[src/rtl/cl_serial_in.sv]
// rtl/cl_serial_in.sv - Camera Link SerTC receiver with automatic baud measurement
//
// Purpose: receives 8N1 bytes on the Camera Link SerTC pair. The bit period is
// learned from the shortest qualified low pulse seen on the line. Received bytes
// are pushed into a downstream FIFO.
//
// Ports:
//   clk_fix        fixed system clock, all logic on rising edge
//   rst_fix_n      synchronous active-low reset
//   cl_sertc_p/n   SerTC differential pair
//   lvds_swap      set to undo a P/N swap on the board
//   baud_clear     one-cycle pulse, restarts baud measurement
//   fifo_full      downstream RX FIFO full
//   fifo_wen       one-cycle write strobe
//   fifo_din       received byte, held until the next write
//   measured_baud  bit period in clocks minus 1 (0 = unknown)
//   baud_valid     measured_baud is non-zero
//   frame_err      one-cycle pulse: stop bit sampled low
//   overrun_err    one-cycle pulse: good byte dropped, FIFO full

module cl_serial_in #(
    parameter int GLITCH_MIN = 16
) (
    input  logic        clk_fix,
    input  logic        rst_fix_n,
    input  logic        cl_sertc_p,
    input  logic        cl_sertc_n,
    input  logic        lvds_swap,
    input  logic        baud_clear,
    input  logic        fifo_full,
    output logic        fifo_wen,
    output logic [7:0]  fifo_din,
    output logic [15:0] measured_baud,
    output logic        baud_valid,
    output logic        frame_err,
    output logic        overrun_err
);

    localparam logic [2:0] s_IDLE  = 3'd0;
    localparam logic [2:0] s_START = 3'd1;
    localparam logic [2:0] s_DATA  = 3'd2;
    localparam logic [2:0] s_STOP  = 3'd3;
    localparam logic [2:0] s_BREAK = 3'd4;

    // Behavioural stand-in for the LVDS_33 differential input buffer.
    logic line_buf;
    logic line_raw;
    assign line_buf = cl_sertc_p & ~cl_sertc_n;
    assign line_raw = line_buf ^ lvds_swap;

    // Two-flop synchronizer; resets to the idle (mark) level.
    logic [1:0] sync_q;
    logic       rx_s;
    logic       rx_d;
    logic       rx_fall;
    logic       rx_rise;

    always_ff @(posedge clk_fix) begin
        if (!rst_fix_n) begin
            sync_q <= 2'b11;
            rx_d   <= 1'b1;
        end else begin
            sync_q <= {sync_q[0], line_raw};
            rx_d   <= sync_q[1];
        end
    end

    assign rx_s    = sync_q[1];
    assign rx_fall = rx_d & ~rx_s;
    assign rx_rise = ~rx_d & rx_s;

    // Low-run measurement. The first low clock loads 1 so that on the rising
    // edge low_cnt equals the number of clocks the line was low.
    logic [15:0] low_cnt;
    logic [15:0] min_width;

    always_ff @(posedge clk_fix) begin
        if (!rst_fix_n) begin
            low_cnt <= 16'd0;
        end else if (rx_fall) begin
            low_cnt <= 16'd1;
        end else if (!rx_s && low_cnt != 16'hFFFF) begin
            low_cnt <= low_cnt + 16'd1;
        end
    end

    always_ff @(posedge clk_fix) begin
        if (!rst_fix_n || baud_clear) begin
            min_width     <= 16'hFFFF;
            measured_baud <= 16'd0;
        end else if (rx_rise && low_cnt >= 16'(GLITCH_MIN) && low_cnt < min_width) begin
            min_width     <= low_cnt;
            measured_baud <= low_cnt - 16'd1;
        end
    end

    assign baud_valid = (measured_baud != 16'd0);

    // Receive FSM
    logic [2:0]  state;
    logic [2:0]  state_nxt;
    logic [15:0] bit_period;
    logic [15:0] cnt;
    logic [2:0]  bit_idx;
    logic [7:0]  shift;
    logic        wen_c;
    logic        ovr_c;
    logic        frm_c;

    always_ff @(posedge clk_fix) begin
        if (!rst_fix_n) begin
            state <= s_IDLE;
        end else begin
            state <= state_nxt;
        end
    end

    always_comb begin
        state_nxt = state;
        case (state)
            s_IDLE:  if (rx_fall && measured_baud != 16'd0) state_nxt = s_START;
            s_START: if (cnt == 16'd0) state_nxt = rx_s ? s_IDLE : s_DATA;
            s_DATA:  if (cnt == 16'd0 && bit_idx == 3'd7) state_nxt = s_STOP;
            s_STOP:  if (cnt == 16'd0) state_nxt = rx_s ? s_IDLE : s_BREAK;
            s_BREAK: if (rx_s) state_nxt = s_IDLE;
            default: state_nxt = s_IDLE;
        endcase
    end

    always_comb begin
        wen_c = 1'b0;
        ovr_c = 1'b0;
        frm_c = 1'b0;
        if (state == s_STOP && cnt == 16'd0) begin
            wen_c = rx_s & ~fifo_full;
            ovr_c = rx_s & fifo_full;
            frm_c = ~rx_s;
        end
    end

    // Bit timing datapath. bit_period is latched at the start edge so a
    // measurement update mid-byte cannot disturb the byte in flight.
    always_ff @(posedge clk_fix) begin
        if (!rst_fix_n) begin
            bit_period <= 16'd0;
            cnt        <= 16'd0;
            bit_idx    <= 3'd0;
            shift      <= 8'd0;
        end else begin
            case (state)
                s_IDLE: begin
                    if (rx_fall && measured_baud != 16'd0) begin
                        bit_period <= measured_baud;
                        cnt        <= measured_baud >> 1;
                    end
                end
                s_START: begin
                    if (cnt == 16'd0) begin
                        cnt     <= bit_period;
                        bit_idx <= 3'd0;
                    end else begin
                        cnt <= cnt - 16'd1;
                    end
                end
                s_DATA: begin
                    if (cnt == 16'd0) begin
                        shift[bit_idx] <= rx_s;
                        cnt            <= bit_period;
                        if (bit_idx != 3'd7) bit_idx <= bit_idx + 3'd1;
                    end else begin
                        cnt <= cnt - 16'd1;
                    end
                end
                s_STOP: begin
                    if (cnt != 16'd0) cnt <= cnt - 16'd1;
                end
                default: ;
            endcase
        end
    end

    always_ff @(posedge clk_fix) begin
        if (!rst_fix_n) begin
            fifo_wen    <= 1'b0;
            fifo_din    <= 8'd0;
            frame_err   <= 1'b0;
            overrun_err <= 1'b0;
        end else begin
            fifo_wen    <= wen_c;
            frame_err   <= frm_c;
            overrun_err <= ovr_c;
            if (wen_c) fifo_din <= shift;
        end
    end

endmodule
[config.mk]
export PLATFORM = sky130hd
export DESIGN_NAME = cl_serial_in
export DESIGN_NICKNAME = d
export VERILOG_FILES = /design/src/rtl/cl_serial_in.sv
export SDC_FILE = /design/constraint.sdc
export NUM_CORES = 1
export LEC_CHECK = 0
export ABC_AREA = 1
export CAP_MARGIN = 20
export CORE_ASPECT_RATIO = 0.8
export CORE_MARGIN = 2
export CORE_UTILIZATION = 35
export CTS_CLUSTER_DIAMETER = 40
export DETAILED_ROUTE_END_ITERATION = 10
export PLACE_DENSITY = 0.58
export SETUP_SLACK_MARGIN = 0.3
export SLEW_MARGIN = 40
export SYNTH_ARGS = -nofsm -noshare
export SYNTH_HDL_FRONTEND = slang
export SYNTH_SLANG_ARGS = --single-unit
[constraint.sdc]
create_clock -name clk_fix -period 2.3 [get_ports clk_fix]
set_input_delay 0.46 -clock clk_fix [delete_from_list [all_inputs] [get_ports clk_fix]]
set_output_delay 0.46 -clock clk_fix [all_outputs]
set_load 0.05 [all_outputs]
Word-level counts from Yosys, hierarchy flattened
Cells that the tools add are included.

$add $sub $neg: 4. $lt $le $gt $ge: 4. Equal/unequal tests: 15. Multiplexer cells: 22. Bitwise logic cells: 11. Reductions and logical operators: 25.

Operators with widths (count): two-way mux 16 bit (3); one-hot mux 16 bit (3 select lines) (1); nonzero test 16 bit (2); subtractor 16 x 1 -> 16 bit (second input constant) (2); two-way mux 3 bit (9); adder 16 x 1 -> 16 bit (second input constant) (1); greater-or-equal comparator 16 x 5 -> 1 bit (second input constant) (1); zero test 16 bit (1); less-than comparator 16 bit (1); inequality test 16 bit (second input constant) (1); one-hot mux 3 bit (5 select lines) (1); inequality test 2 bit (second input constant) (7); bitwise mux 8 bit (1); logical AND 1 bit (7); equality test 3 x 2 -> 1 bit (second input constant) (2); equality test 3 bit (second input constant) (2); one-hot mux 3 bit (2 select lines) (1); AND reduction 2 bit (3); bitwise AND 1 bit (5); inverter 1 bit (5); AND reduction 5 bit (1); less-than comparator 3 x 4 -> 1 bit (second input constant) (1); two-way mux 1 bit (4); AND reduction 4 bit (1); other kinds (15) (18).

Register bits: 108. Output and inout port bits: 28.

Logic depth before layout (Yosys ltp)
Word-level depth: 5. Gate-level depth with buffers: 14. Depth with buffers taken out: 14.

Worst setup path before layout
No wires, ideal clock.

Path kind: register to register. Start point: register measured_baud[3]. End point: register cnt[4]. Data arrival time: 2069 ps. Setup slack: 114 ps. Cell stages (with the launch flop): 11. Buffers on the path: 1. Period minus slack after synthesis: 2186 ps. Cells stage by stage: dfxtp_1 > inv_1 > nand3_1 > nor2_1 > nand2_1 > nand2_1 > nand2_1 > nand2_4 > buf_6 > nor3_1 > nor2_1.

Word-level cells in the longest chain between the ends: 4.

Ends and longest elaborated chain: from (decl) (line 33) `output logic [15:0] measured_baud,`; from (signal assigned) (line 93) `measured_baud <= low_cnt - 16'd1;`; nonzero test 16 bit; via baud_valid (line 34) `output logic baud_valid,`; logical AND 1 bit (line 152) `if (rx_fall && measured_baud != 16'd0) begin`; inequality test 2 bit (no line); AND reduction 3 bit (no line); to (signal assigned) (line 154) `cnt <= measured_baud >> 1;`; to (signal assigned) (line 159) `cnt <= bit_period;`; to (signal assigned) (line 162) `cnt <= cnt - 16'd1;`; to (decl) (line 103) `logic [15:0] cnt;`.

The timed path passes the listed nets, and every way through them passes these cells. A chain may end at the register's enable or synchronous reset.

Worst setup path after layout
Start point: register fifo_din[6]. End point: output port fifo_din[6].

RTL lines: from (decl) (line 32) `output logic [7:0] fifo_din,`; from (signal assigned) (line 192) `if (wen_c) fifo_din <= shift;`.

No word-level cell between the ends.

==> metrics.md <==
| Metric | Value |
|---|---|
| Status | `finished, final reports clean` |
| Area growth, synth to finish | `16.1%` |
| Crit. End Element | `output port` |
| Period Utilization, post-route | `85.0%` |
| Cell taking the most area after synthesis | `dfxtp_1` |
| Post-CTS Hold Fix Bufs | `0` |
| Cell count after placement | `1227` |
| Vias in the first global route | `around 5600` |
| Final wirelength | `roughly 18 mm` |
| Slew HR | `63.8%` |
| Post-DP HPWL | `13.4 mm` |
| Post-route insts no fill | `roughly 1200` |
| Min Hold Slack | `421 ps` |
| Slowest-stage cell, CP | `clkdlybuf4s50_1` |
| Sequential fraction of the synthesis area | `between 30% and 40%` |
| Port bufs | `34` |
| Cell with the most instances after synthesis | `nand2_1` |
| Fmax | `0.511 GHz` |
| Clock latency on the worst-skew pair | `between 300 and 400 ps` |
| Starting Density | `about 36%` |
| # IOs | `35` |
| Largest stage delay, worst path | `approximately 800 ps` |
| Static Leak | `roughly 3.6 nW` |
| Setup crit start kind | `flop` |
| Pwr Density | `687 nW/um^2` |
| GRT Overall Usage | `18.9%` |
| TNS Setup | `0 ps` |
| Clock Sinks | `108` |
| Crit path kind | `reg -> out` |
| Inserted Diodes | `0` |
| Worst vdd ir | `0.330 mV` |
| Gate Count Post-Synth | `975` |
| Dpl ws | `301 ps` |
| Pin count of the biggest net entering global routing | `35` |
| Max-cap viol count | `0` |
| Layout cells sized above 1 | `12.2%` |
| Detailed Route Iter0 Violations | `496` |
| Worst path required time | `1840 ps` |
| Total vias in the final route | `6206` |
| Core ar. | `between 15000 and 20000 sq um` |
| Worst-Margin Slew | `545 ps` |
| CTS root buffer | `clkbuf_16` |
| Register bit total from synthesis | `108` |
| Post-synth top area share | `33.7%` |
| CP max FO | `2` |
| Clk pin slew, worst setup/hold paths | `roughly 80 ps` |
| Top post-synthesis cells by count | `nand2_1, nor2_1, inv_1` |
| Top post-synthesis cells by area | `dfxtp_1, nand2_1, nor2_1` |
| Predominant post-synthesis flop cell | `dfxtp_1` |
| Critical path's top delay family | `buffers and inverters` |
| Cell area after layout | `7440 sq um` |
| Final hold viol count | `0` |
| Min Tclk post-route | `roughly 2000 ps` |
| Worst hold path class | `reg -> reg` |
| Syn_area_per_cell | `between 6 and 7 sq um` |
| Remaining antenna violation count | `0` |
| Initial antenna violation count | `0` |
| Max-slew violation count | `0` |
| Site Rows | `44` |
| Routed wire per std cell | `14.2 um` |
| Final #Nets | `1041` |
| CTS tree | `done` |
| Chip width | `155 um` |
| Endpoints failing setup | `0` |
| Async SR Flop Fraction | `0%` |
| Global-route wire length before repair | `29.4 mm` |
| Crit path buf inv count | `1` |
| Yosys cell types | `44` |
| Cell Chain, Critical Path | `clkdlybuf4s50_1` |
| Post-Syn Area | `6410 sq um` |
| Full die area | `19400 sq um` |
| Routability congestion estimate | `0.927` |
| CP Data Arrival Time | `1500 ps` |
| GR Overflow Total | `0` |
| H-tree depth | `3` |
| Fin worst setup slack | `between 300 and 400 ps` |
| Syn_nets | `1004` |
| Synth warnings | `0` |
| Vias per cell | `approximately 5.0` |
| DRT Pass-1 Iters | `5` |
| Post-synth EDFFs | `0` |
| Placement Cell Area | `7100 sq um` |
| Maximum clock path buffer count | `2` |
| Die H | `about 130 um` |
| Final Skew | `15.1 ps` |
| DRC violations left | `0` |
| Num CTS Buffers | `9` |
| RSZ-0062 raised after global routing | `true` |
-- flip-flops by register name, summed over array words and instances, names as in the netlist, 2 cells and up --
register       cells
cnt               16
sync_q             2
shift              8
low_cnt           16
measured_baud     16
min_width         16
bit_period        16
fifo_din           8
bit_idx            3
state              3
-- layout by cell type, fill, tap and decap left out, drive strengths merged --
cell type and n:
o211ai 4, o21ai 46, xor2 20, dlymetal6s2s 8
buf 31, o21a 1, nand2 244, a21oi 68
ha 22, nor2 140, nor4 2, dlygate4sd2 16
nand4 33, clkbuf 10, nand3 77, clkdlybuf4s50 9
o22ai 1, a22oi 3, inv 132, o21bai 2
a31oi 1, or2 2, clkinvlp 1, nor3 27
xnor2 1, nand3b 3, dfxtp 108, clkinv 2
and2 1, a211oi 2
-- what timing repair did --
action | 4_1_cts | 5_1_grt
cloned | 0 | 0
setup buffers | 0 | 4
pin swaps | 0 | 3
gates resized for setup | 19 | 19
hold endpoints to repair | 0 | 0
setup endpoints to repair | 17 | 71
-- stage by stage --
stage | utilization, % | total power [mW]
finish | 41.2 | 5.11
detailed placement | 39.3 | 3.47
floorplan | - | 3.11
global route | 41.2 | 5.40
CTS | 40.9 | 5.08
global placement | 39.3 | 3.48
-- per-layer routing --
layer | global-route usage [%] | wire (um) | share of wire [%] | vias to the layer above
li1 | - | - | - | 3211
met1 | 29.1 | 9430 | 53 | 2836
met2 | 27.0 | 7060 | 40 | 149
met3 | 4.06 | 1120 | 6.3 | 10
met4 | 3.67 | 129 | 0.73 | 0
met5 | 0 | 0 | 0 | -
-- final cells by class --
class / count / area [sq um]
Tap cell: 230 / 288
Multi-Input combinational cell: 700 / 3580
Clock inverter: 6 / 57.6
Sequential cell: 108 / 2190
Clock buffer: 10 / 239
Fill cell: 1991 / 10600
Inverter: 129 / 487
Timing Repair Buffer: 64 / 602
-- path summary, 6_finish.rpt --
check | from | to | slack (ps) | cells past startpoint
worst min-delay path | sync_q[0] | sync_q[1] | 420 | 1
worst min register to register | sync_q[0] | sync_q[1] | 420 | 1
worst max register to register | min_width[9] | measured_baud[8] | 440 | 9
worst max-delay path | fifo_din[6] | fifo_din[6] | 340 | 1
-- logic make-up (layout without fill, tap and decap cells) --
family	Yosys count	in the layout	synth area share [%]
AND/OR/NAND/NOR	529	529	37.6
buffers and inverters	167	209	10.7
AO/OA/AOI/OAI	128	128	10.9
flip-flops	108	108	33.7
adder cells (fa/ha/maj)	22	22	4.29
XOR/XNOR	21	21	2.87
-- report_power, final --
group | total [mW] | internal [mW] | switching [mW] | leakage, nW
registers | 2.00 | 1.92 | 0.0751 | 0.883
logic | 1.53 | 0.479 | 1.05 | 2.56
clock network | 1.59 | 0.790 | 0.802 | 0.144
total | 5.11 | 3.19 | 1.92 | 3.59
Note: power is estimated with default switching activity, not from simulation.
